==> config.mk <==
export PLATFORM = sky130hd
export DESIGN_NAME = ex
export DESIGN_NICKNAME = d
export VERILOG_FILES = /design/src/rtl/ex_pkg.sv /design/src/rtl/ex_div.sv /design/src/rtl/ex.sv
export SDC_FILE = /design/constraint.sdc
export NUM_CORES = 2
export LEC_CHECK = 0
export BUFFER_PORTS_ARGS = -buffer_cell sky130_fd_sc_hd__buf_2
export CORE_MARGIN = 2
export CORE_UTILIZATION = 40
export CTS_CLUSTER_SIZE = 30
export DETAILED_ROUTE_END_ITERATION = 8
export SKIP_LAST_GASP = 1
export SYNTH_ARGS = -nofsm -noshare
export SYNTH_HDL_FRONTEND = slang
export SYNTH_SLANG_ARGS = --single-unit
==> constraint.sdc <==
create_clock -name clk -period 7.45 [get_ports clk]
set_clock_uncertainty 0.2 [all_clocks]
set_input_delay 1.49 -clock clk [delete_from_list [all_inputs] [get_ports clk]]
set_output_delay 1.49 -clock clk [all_outputs]
set_load 0.03 [all_outputs]
==> src/rtl/ex_pkg.sv <==
// Shared definitions for the MIPS execute stage: operation codes, result classes
// and divider state encodings.
package ex_pkg;

    localparam int ALU_OP_W  = 8;
    localparam int ALU_SEL_W = 3;
    localparam int REG_W     = 32;
    localparam int REG_ADR_W = 5;

    localparam logic [7:0] EXE_NOP_OP   = 8'b0000_0000;
    localparam logic [7:0] EXE_AND_OP   = 8'b0010_0100;
    localparam logic [7:0] EXE_OR_OP    = 8'b0010_0101;
    localparam logic [7:0] EXE_XOR_OP   = 8'b0010_0110;
    localparam logic [7:0] EXE_NOR_OP   = 8'b0010_0111;
    localparam logic [7:0] EXE_SLL_OP   = 8'b0111_1100;
    localparam logic [7:0] EXE_SRL_OP   = 8'b0000_0010;
    localparam logic [7:0] EXE_SRA_OP   = 8'b0000_0011;
    localparam logic [7:0] EXE_MFHI_OP  = 8'b0001_0000;
    localparam logic [7:0] EXE_MTHI_OP  = 8'b0001_0001;
    localparam logic [7:0] EXE_MFLO_OP  = 8'b0001_0010;
    localparam logic [7:0] EXE_MTLO_OP  = 8'b0001_0011;
    localparam logic [7:0] EXE_SLT_OP   = 8'b0010_1010;
    localparam logic [7:0] EXE_SLTU_OP  = 8'b0010_1011;
    localparam logic [7:0] EXE_ADDU_OP  = 8'b0010_0001;
    localparam logic [7:0] EXE_SUBU_OP  = 8'b0010_0011;
    localparam logic [7:0] EXE_MULT_OP  = 8'b0001_1000;
    localparam logic [7:0] EXE_MULTU_OP = 8'b0001_1001;
    localparam logic [7:0] EXE_DIV_OP   = 8'b0001_1010;
    localparam logic [7:0] EXE_DIVU_OP  = 8'b0001_1011;

    localparam logic [2:0] EXE_RES_NOP   = 3'b000;
    localparam logic [2:0] EXE_RES_LOGIC = 3'b001;
    localparam logic [2:0] EXE_RES_SHIFT = 3'b010;
    localparam logic [2:0] EXE_RES_MOVE  = 3'b011;
    localparam logic [2:0] EXE_RES_ARITH = 3'b100;

    typedef enum logic [1:0] {
        DIV_IDLE   = 2'b00,
        DIV_BYZERO = 2'b01,
        DIV_ON     = 2'b10,
        DIV_END    = 2'b11
    } div_state_e;

endpackage

==> src/rtl/ex_div.sv <==
// Iterative 32-step restoring divider with operand latch and sign fix-up.
// result = {remainder, quotient}; ready is high for the single END cycle.
module ex_div
    import ex_pkg::*;
(
    input  logic        clk,
    input  logic        rst,
    input  logic        start,
    input  logic        signed_div,
    input  logic        annul,
    input  logic [31:0] opa,
    input  logic [31:0] opb,
    output logic [63:0] result,
    output logic        ready
);

    div_state_e  state_r;
    div_state_e  state_nxt_s;
    logic [5:0]  cnt_r;
    logic [31:0] quo_r;
    logic [31:0] rem_r;
    logic [31:0] divisor_r;
    logic        neg_quo_r;
    logic        neg_rem_r;
    logic [32:0] partial_s;
    logic [32:0] diff_s;
    logic [31:0] quo_fix_s;
    logic [31:0] rem_fix_s;

    // State register
    always_ff @(posedge clk or negedge rst) begin
        if (!rst) begin
            state_r <= DIV_IDLE;
        end else begin
            state_r <= state_nxt_s;
        end
    end

    // Next-state logic; dropping start (annul) abandons an in-flight divide
    always_comb begin
        state_nxt_s = state_r;
        case (state_r)
            DIV_IDLE: begin
                if (start && !annul) begin
                    if (opb == 32'd0) begin
                        state_nxt_s = DIV_BYZERO;
                    end else begin
                        state_nxt_s = DIV_ON;
                    end
                end else begin
                    state_nxt_s = DIV_IDLE;
                end
            end
            DIV_BYZERO: begin
                if (annul) begin
                    state_nxt_s = DIV_IDLE;
                end else begin
                    state_nxt_s = DIV_END;
                end
            end
            DIV_ON: begin
                if (annul) begin
                    state_nxt_s = DIV_IDLE;
                end else if (cnt_r == 6'd31) begin
                    state_nxt_s = DIV_END;
                end else begin
                    state_nxt_s = DIV_ON;
                end
            end
            DIV_END: state_nxt_s = DIV_IDLE;
            default: state_nxt_s = DIV_IDLE;
        endcase
    end

    // One restoring step: shift in the next dividend bit, subtract if it fits
    always_comb begin
        partial_s = {rem_r, quo_r[31]};
        diff_s    = partial_s - {1'b0, divisor_r};
    end

    // Operand latch and iteration datapath
    always_ff @(posedge clk or negedge rst) begin
        if (!rst) begin
            cnt_r     <= 6'd0;
            quo_r     <= 32'd0;
            rem_r     <= 32'd0;
            divisor_r <= 32'd0;
            neg_quo_r <= 1'b0;
            neg_rem_r <= 1'b0;
        end else begin
            case (state_r)
                DIV_IDLE: begin
                    if (start && !annul && (opb != 32'd0)) begin
                        cnt_r     <= 6'd0;
                        rem_r     <= 32'd0;
                        quo_r     <= (signed_div && opa[31]) ? (32'd0 - opa) : opa;
                        divisor_r <= (signed_div && opb[31]) ? (32'd0 - opb) : opb;
                        neg_quo_r <= signed_div && (opa[31] ^ opb[31]);
                        neg_rem_r <= signed_div && opa[31];
                    end
                end
                DIV_BYZERO: begin
                    // Raw values already carry the dividend's sign; no fix-up
                    quo_r     <= 32'hFFFF_FFFF;
                    rem_r     <= opa;
                    neg_quo_r <= 1'b0;
                    neg_rem_r <= 1'b0;
                end
                DIV_ON: begin
                    if (!annul) begin
                        cnt_r <= cnt_r + 6'd1;
                        if (!diff_s[32]) begin
                            rem_r <= diff_s[31:0];
                            quo_r <= {quo_r[30:0], 1'b1};
                        end else begin
                            rem_r <= partial_s[31:0];
                            quo_r <= {quo_r[30:0], 1'b0};
                        end
                    end
                end
                default: begin
                    cnt_r <= cnt_r;
                end
            endcase
        end
    end

    // Output logic: sign fix-up and ready flag
    always_comb begin
        quo_fix_s = neg_quo_r ? (32'd0 - quo_r) : quo_r;
        rem_fix_s = neg_rem_r ? (32'd0 - rem_r) : rem_r;
        result    = {rem_fix_s, quo_fix_s};
        ready     = (state_r == DIV_END);
    end

endmodule

==> src/rtl/ex.sv <==
// MIPS execute stage: result mux, multiplier, HI/LO pair and divide stall.
// Define EX_DIV_EN to enable DIV/DIVU; otherwise they behave as unknown ops.
module ex
    import ex_pkg::*;
(
    input  logic        clk,
    input  logic        rst,
    input  logic [7:0]  aluop_i,
    input  logic [2:0]  alusel_i,
    input  logic [31:0] reg1_i,
    input  logic [31:0] reg2_i,
    input  logic [4:0]  wd_i,
    input  logic        wreg_i,
    output logic [4:0]  wd_o,
    output logic        wreg_o,
    output logic [31:0] wdata_o,
    output logic        stallreq_o,
    output logic [31:0] hi_o,
    output logic [31:0] lo_o
);

    logic        div_op_s;
    logic        div_ready_s;
    logic [63:0] div_res_s;
    logic        mul_sext_s;
    logic [63:0] mul_s;
    logic [31:0] result_s;
    logic [31:0] hi_r;
    logic [31:0] lo_r;
    logic [31:0] hi_nxt_s;
    logic [31:0] lo_nxt_s;
    logic        hi_we_s;
    logic        lo_we_s;

`ifdef EX_DIV_EN
    assign div_op_s = (aluop_i == EXE_DIV_OP) || (aluop_i == EXE_DIVU_OP);
`else
    assign div_op_s = 1'b0;
`endif

    ex_div u_div (
        .clk        (clk),
        .rst        (rst),
        .start      (div_op_s),
        .signed_div (aluop_i == EXE_DIV_OP),
        .annul      (~div_op_s),
        .opa        (reg1_i),
        .opb        (reg2_i),
        .result     (div_res_s),
        .ready      (div_ready_s)
    );

    assign mul_sext_s = (aluop_i == EXE_MULT_OP);
    assign mul_s = {{32{mul_sext_s & reg1_i[31]}}, reg1_i} *
                   {{32{mul_sext_s & reg2_i[31]}}, reg2_i};

    // Result mux by class, then by operation
    always_comb begin
        result_s = 32'd0;
        case (alusel_i)
            EXE_RES_LOGIC: begin
                case (aluop_i)
                    EXE_OR_OP:  result_s = reg1_i | reg2_i;
                    EXE_AND_OP: result_s = reg1_i & reg2_i;
                    EXE_XOR_OP: result_s = reg1_i ^ reg2_i;
                    EXE_NOR_OP: result_s = ~(reg1_i | reg2_i);
                    default:    result_s = 32'd0;
                endcase
            end
            EXE_RES_SHIFT: begin
                case (aluop_i)
                    EXE_SLL_OP: result_s = reg2_i << reg1_i[4:0];
                    EXE_SRL_OP: result_s = reg2_i >> reg1_i[4:0];
                    EXE_SRA_OP: result_s = $signed(reg2_i) >>> reg1_i[4:0];
                    default:    result_s = 32'd0;
                endcase
            end
            EXE_RES_ARITH: begin
                case (aluop_i)
                    EXE_ADDU_OP: result_s = reg1_i + reg2_i;
                    EXE_SUBU_OP: result_s = reg1_i - reg2_i;
                    EXE_SLT_OP:  result_s = {31'd0, ($signed(reg1_i) < $signed(reg2_i))};
                    EXE_SLTU_OP: result_s = {31'd0, (reg1_i < reg2_i)};
                    default:     result_s = 32'd0;
                endcase
            end
            EXE_RES_MOVE: begin
                case (aluop_i)
                    EXE_MFHI_OP: result_s = hi_r;
                    EXE_MFLO_OP: result_s = lo_r;
                    default:     result_s = 32'd0;
                endcase
            end
            default: result_s = 32'd0;
        endcase
    end

    // HI/LO write selection; a divide commits only in its END cycle
    always_comb begin
        hi_we_s  = 1'b0;
        lo_we_s  = 1'b0;
        hi_nxt_s = hi_r;
        lo_nxt_s = lo_r;
        case (aluop_i)
            EXE_MULT_OP, EXE_MULTU_OP: begin
                hi_we_s  = 1'b1;
                lo_we_s  = 1'b1;
                hi_nxt_s = mul_s[63:32];
                lo_nxt_s = mul_s[31:0];
            end
            EXE_MTHI_OP: begin
                hi_we_s  = 1'b1;
                hi_nxt_s = reg1_i;
            end
            EXE_MTLO_OP: begin
                lo_we_s  = 1'b1;
                lo_nxt_s = reg1_i;
            end
            EXE_DIV_OP, EXE_DIVU_OP: begin
                if (div_op_s && div_ready_s) begin
                    hi_we_s  = 1'b1;
                    lo_we_s  = 1'b1;
                    hi_nxt_s = div_res_s[63:32];
                    lo_nxt_s = div_res_s[31:0];
                end else begin
                    hi_we_s = 1'b0;
                    lo_we_s = 1'b0;
                end
            end
            default: begin
                hi_we_s = 1'b0;
                lo_we_s = 1'b0;
            end
        endcase
    end

    // HI/LO register pair
    always_ff @(posedge clk or negedge rst) begin
        if (!rst) begin
            hi_r <= 32'd0;
            lo_r <= 32'd0;
        end else begin
            if (hi_we_s) begin
                hi_r <= hi_nxt_s;
            end
            if (lo_we_s) begin
                lo_r <= lo_nxt_s;
            end
        end
    end

    // Reset forces the combinational write-back outputs low immediately
    assign wd_o       = rst ? wd_i : 5'd0;
    assign wreg_o     = rst & wreg_i;
    assign wdata_o    = rst ? result_s : 32'd0;
    assign stallreq_o = rst & div_op_s & ~div_ready_s;
    assign hi_o       = hi_r;
    assign lo_o       = lo_r;

endmodule

# --- Word level (Yosys, flattened, before mapping) ---
# Index checks and enable logic that the tools add are counted.
word_totals:
  regBits: 64
  elab_cells: 56
classes:
  add_sub_neg: 2
  n_mul: 1
  magnitude_cmp: 2
  eq_ne: 21
  shifts: 3
  n_mux: 11
  bitwise_logic: 7
  n_reduce_logical: 7
op_table:
  columns: ["cell", "count"]
  rows:
  - ["one-hot mux 32 bit (4 select lines)", 3]
  - ["one-hot mux 32 bit (2 select lines)", 3]
  - ["one-hot mux 32 bit (3 select lines)", 1]
  - ["== test 8 x 6 -> 1 bit (second input constant)", 8]
  - ["less-than comparator 32 bit", 2]
  - ["multiplier 33 x 33 -> 64 bit", 1]
  - ["== test 8 x 5 -> 1 bit (second input constant)", 6]
  - ["adder 32 bit", 1]
  - ["AND 32 bit", 1]
  - ["2-to-1 mux 32 bit", 1]
  - ["NOT 32 bit", 1]
  - ["OR 32 bit", 1]
  - ["left shift 32 x 5 -> 32 bit", 1]
  - ["right shift 32 x 5 -> 32 bit", 1]
  - [">>> shifter 32 x 5 -> 32 bit", 1]
  - ["subtractor 32 bit", 1]
  - ["bitwise XOR 32 bit", 1]
  - ["== test 8 x 2 -> 1 bit (second input constant)", 2]
  - ["== test 8 x 7 -> 1 bit (second input constant)", 1]
  - ["== test 3 x 2 -> 1 bit (second input constant)", 2]
  - ["OR reduction 3 bit", 2]
  - ["2-to-1 mux 5 bit", 1]
  - ["AND reduction 2 bit", 2]
  - ["nonzero test 2 bit", 2]
  - ["5 further kinds", 8]

# --- Depth between registers and ports, before layout ---
depth:
  depth_word: 5
  ltp_mapped: 34
  mapped_depth_nobuf: 32

# --- Worst setup path before layout ---
# Ideal clock, no wire load.
synth_path:
  path_kind: "in2reg"
  startpoint: "in aluop_i[2]"
  endpoint: "reg hi_r[29], in the netlist hi_o[29]"
  setup_time_ns: 0.130
  arrival_ns: 10.120
  t_required_ns: 7.120
  path_slack_ns: -3.000
  path_stages: 34
  n_path_buf: 2
  path_cell_list: "or4_1 inv_1 nand2_1 clkbuf_1 nor3_1 clkbuf_1 nand2_1 inv_1 fa_1 inv_1 fa_1 inv_1 fa_1 fa_1 inv_1 fa_1 inv_1 fa_1 inv_1 fa_1 fa_1 inv_1 ha_1 and3_1 nand4_1 a21oi_1 a2111oi_0 o21ai_0 a31o_2 a211oi_2 o21bai_1 a21oi_1 xor2_1 o21ai_1"
synth_via:
  elab_chain_cells: 4
  elab_cells_between_ends: 12
  cone_classes: "mul (1); eq/ne (3); mux (2); bitwise (2); reduce/logical (4)"
synth_lines:
  columns: ["element", "line_no", "text"]
  rows:
  - ["start: declaration", "ex.sv:8", "input logic [7:0] aluop_i,"]
  - ["== test 8 x 5 -> 1 bit, on equally long branches", "ex.sv:53, ex.sv:104", null]
  - ["AND 1 bit (tied with other cells)", "ex.sv:54", "assign mul_s = {{32{mul_sext_s & reg1_i[31]}}, reg1_i} *"]
  - ["multiplier 33 x 33 -> 64 bit (tied with other cells)", "ex.sv:54", null]
  - ["one-hot mux 32 bit (2 select lines) or AND reduction 2 bit (tied branches)", null, null]
  - ["end signal: assignment", "ex.sv:144", "hi_r <= hi_nxt_s;"]
  - ["end: declaration", "ex.sv:28", "logic [31:0] hi_r;"]
# Several ways; a longest one is shown, not always the timed one.
# A chain may end at the register's enable or synchronous reset.

# --- Worst setup path after layout ---
layout_path:
  startpoint: "in aluop_i[7]"
  endpoint: "reg hi_r[28], in the netlist hi_o[28]"
# Same word-level chain as after synthesis.

==> reports/metrics.yaml <==
route:
  drc: 0
  drt-vias-per-instance: 5.56
  postRouteAntennaNets: 0
  wl_per_cell_um: 26.6
  firstDrtPassIters: 8
  dr_total_vias: 46000
  wl_mm: 220
  drt_first_iter_violations: 4668
run_status:
  status: "finished, violations left"
  violations: "negative setup slack"
job:
  cap_viol_max_count: 0
setup_path:
  ff2ff_path_depth: 2
  critPathBufInv: 10
  worstReg2RegEnd: "hi_o[17]"
  worst-setup-path-type: "primary input to flip-flop"
  required_ns: 7.51
  cp-start-kind: "primary input"
  slowest_delay_ns: 0.68
  slowest_stage: "fa_2"
  crit_path_frequent_cell: "fa_1"
  worstPathArrival_ns: 9.60
  worst_path_dominant_cell_family: "adder cells"
  rrSetupSlack_ns: 6.16
  crit_path_end_kind: "flip-flop"
  rr_startpoint: "hi_o[17]"
  worst-path-max-fanout: 7
place:
  pre_cts_slack_ns: -2.82
  post-dp-hpwl_mm: 187
  port_buffers: 184
  finalWeightedCongestion: 1.04
final_layout:
  num-nets-final: 8165
  syn2layout_area_growth_pct: 26.3
  final_util_pct: 50.8
  drive_gt1_share_pct: 24.3
floorplan:
  core_um2: 122000
  die-area_um2: 125000
  row_count: 128
  start_util_pct: 40.2
  fp.dieW_um: 353
  die_y_um: 353
  ios: 186
sta:
  fmax_mhz: 105
  finalSetupViolCount: 47
  finalMaxSlewViolations: 0
  layout_setup_ws_ns: -2.09
  hold_viol: 0
  layout_min_cycle_time_ns: 9.54
  rsz0062_at_grt: "yes"
  post-route-period-util_pct: 128
  worst_slew_pin_slew_ns: 0.954
  slew_headroom_pct: 35.8
global_routing:
  grt_start_max_net_pins: 83
  grt_pass1_vias: 48100
  grt_pass1_wl_mm: 323
  grt_overflow_total: 0
  grt_use_total_pct: 35.3
  grt_antenna_before_repair: 7
synthesis:
  synth_most_common_cell: "inv_1"
  synth_top_area_cell: "fa_1"
  ys_async_sr_fraction_pct: 100
  synth_commonest_cells: "inv_1, fa_1, nand2_1"
  syn_area_um2: 48900
  avgSynthCellArea_um2: 8.34
  netlist_instances: 5855
  ys_ff_latch: 64
  synth_edf_count: 0
  seq_area_frac_synth_pct: 3.28
  ys_types: 93
  syn_nets: 7373
  synth_top_area_share_pct: 46.2
  yosys_warnings: 0
  ys_top_cells_by_area: "fa_1, inv_1, ha_1, nand2_1, nor2_1"
  ys.flop_type: "dfrtp_1"
clock_tree:
  htree_levels: 3
  cts_tree: "done"
  root_buffer: "clkbuf_16"
  ctsLongestPathBuffers: 2
  clock_latency_ns: 0.39
  clkSinkCount: 64
  clk_pin_slew_ns: 0.07
  cts_buffers: 9
min_path:
  min-delay-start: "lo_o[4]"
  whs_endpoint: "lo_o[4]"
  hold_path_depth: 2
  hold_path.class: "flip-flop to flip-flop"
[cell type report]
type / count / area, um2
Inverter: 1268 / 4810
Tap cell: 1625 / 2030
Sequential cell: 64 / 1600
Antenna cell: 4 / 10.0
Timing Repair Buffer: 1152 / 9820
Fill cell: 11500 / 59900
Multi-Input combinational cell: 4152 / 43200
Clock buffer: 10 / 229
Clock inverter: 6 / 36.3
[registers in the layout, indices dropped and copies added, names as in the netlist]
name,cells
hi_o,32
lo_o,32
[cells by family after synthesis]
kind of cell,count (synthesis),synth area share [%]
other cells,1,0.00768
buf+inv,1639,12.7
flops,64,3.28
simple gates,1604,13.4
mux,148,3.66
compound gates,879,11.4
xor+xnor,85,1.52
fa+ha+maj,1435,54.1
[worst reg2reg max path: stages, from the launching register on]
cell and delay, ns:
dfrtp_1 0.54, a221oi_1 0.33, nand3_1 0.10
[per-stage QoR]
step                hold WS, ns  area (um2)  TNS, ns  instances
floorplan                 0.457       50400   -45.66       5855
global placement          0.277       58500   -89.21       8173
detailed placement        0.289       58500   -91.32       8173
CTS                       0.303       60900   -56.15       8251
global route              0.328       61700   -68.87       8277
finish                    0.303       61700   -60.16       8281
[how the worst max path moves through the flow]
stage,start,endpoint,slack [ns],depth (start not counted)
3_5_place_dp,aluop_i[7],hi_o[29],-2.82,32
5_1_grt,aluop_i[7],hi_o[29],-2.35,34
2_1_floorplan,aluop_i[0],hi_o[29],-2.28,32
6_report,aluop_i[7],hi_o[28],-2.09,31
3_3_place_gp,aluop_i[7],hi_o[29],-2.76,33
4_1_cts,aluop_i[7],hi_o[29],-1.99,31
[what timing repair did]
item,in CTS,in global routing
hold buffers,0,0
pin swaps,153,154
cloned,2,1
gates resized for setup,338,178
buffers inserted,80,32
endpoints found under the setup margin,56,62
[layer usage]
| layer | global-route usage, % | share of wire, % | vias to the layer above |
|---|---|---|---|
| li1 | - | - | 19500 |
| met1 | 45.5 | 39 | 23600 |
| met3 | 7.56 | 9.5 | 573 |
| met5 | 0 | 0.0068 | - |
| met4 | 19.4 | 7.0 | 2 |
| met2 | 55.4 | 45 | 2331 |
[cell usage in the layout (no fill, tap or decap), drive strengths merged, types with 11 or more instances in the layout]
cell    instances
mux4           24
inv          1245
nand2         898
nand4          13
a22oi          67
o221ai         18
and2           21
o211ai         33
clkbuf         14
and3           14
nor2b          14
or3            11
o22ai          35
o21bai         23
a21o           49
ha            308
buf          1146
nand2b         21
a221o          18
a211oi         27
xnor2          55
xor2           30
a211o          17
mux2i         118
a31oi          19
nor2          490
nor3           26
fa           1127
clkinv         24
nand3          41
nor4           29
a21oi         237
o21ai         249
dfrtp          64
Power is left out: the tool's default activity adds up to more than one toggle a clock period on the data nets, which glitch-free logic cannot reach.
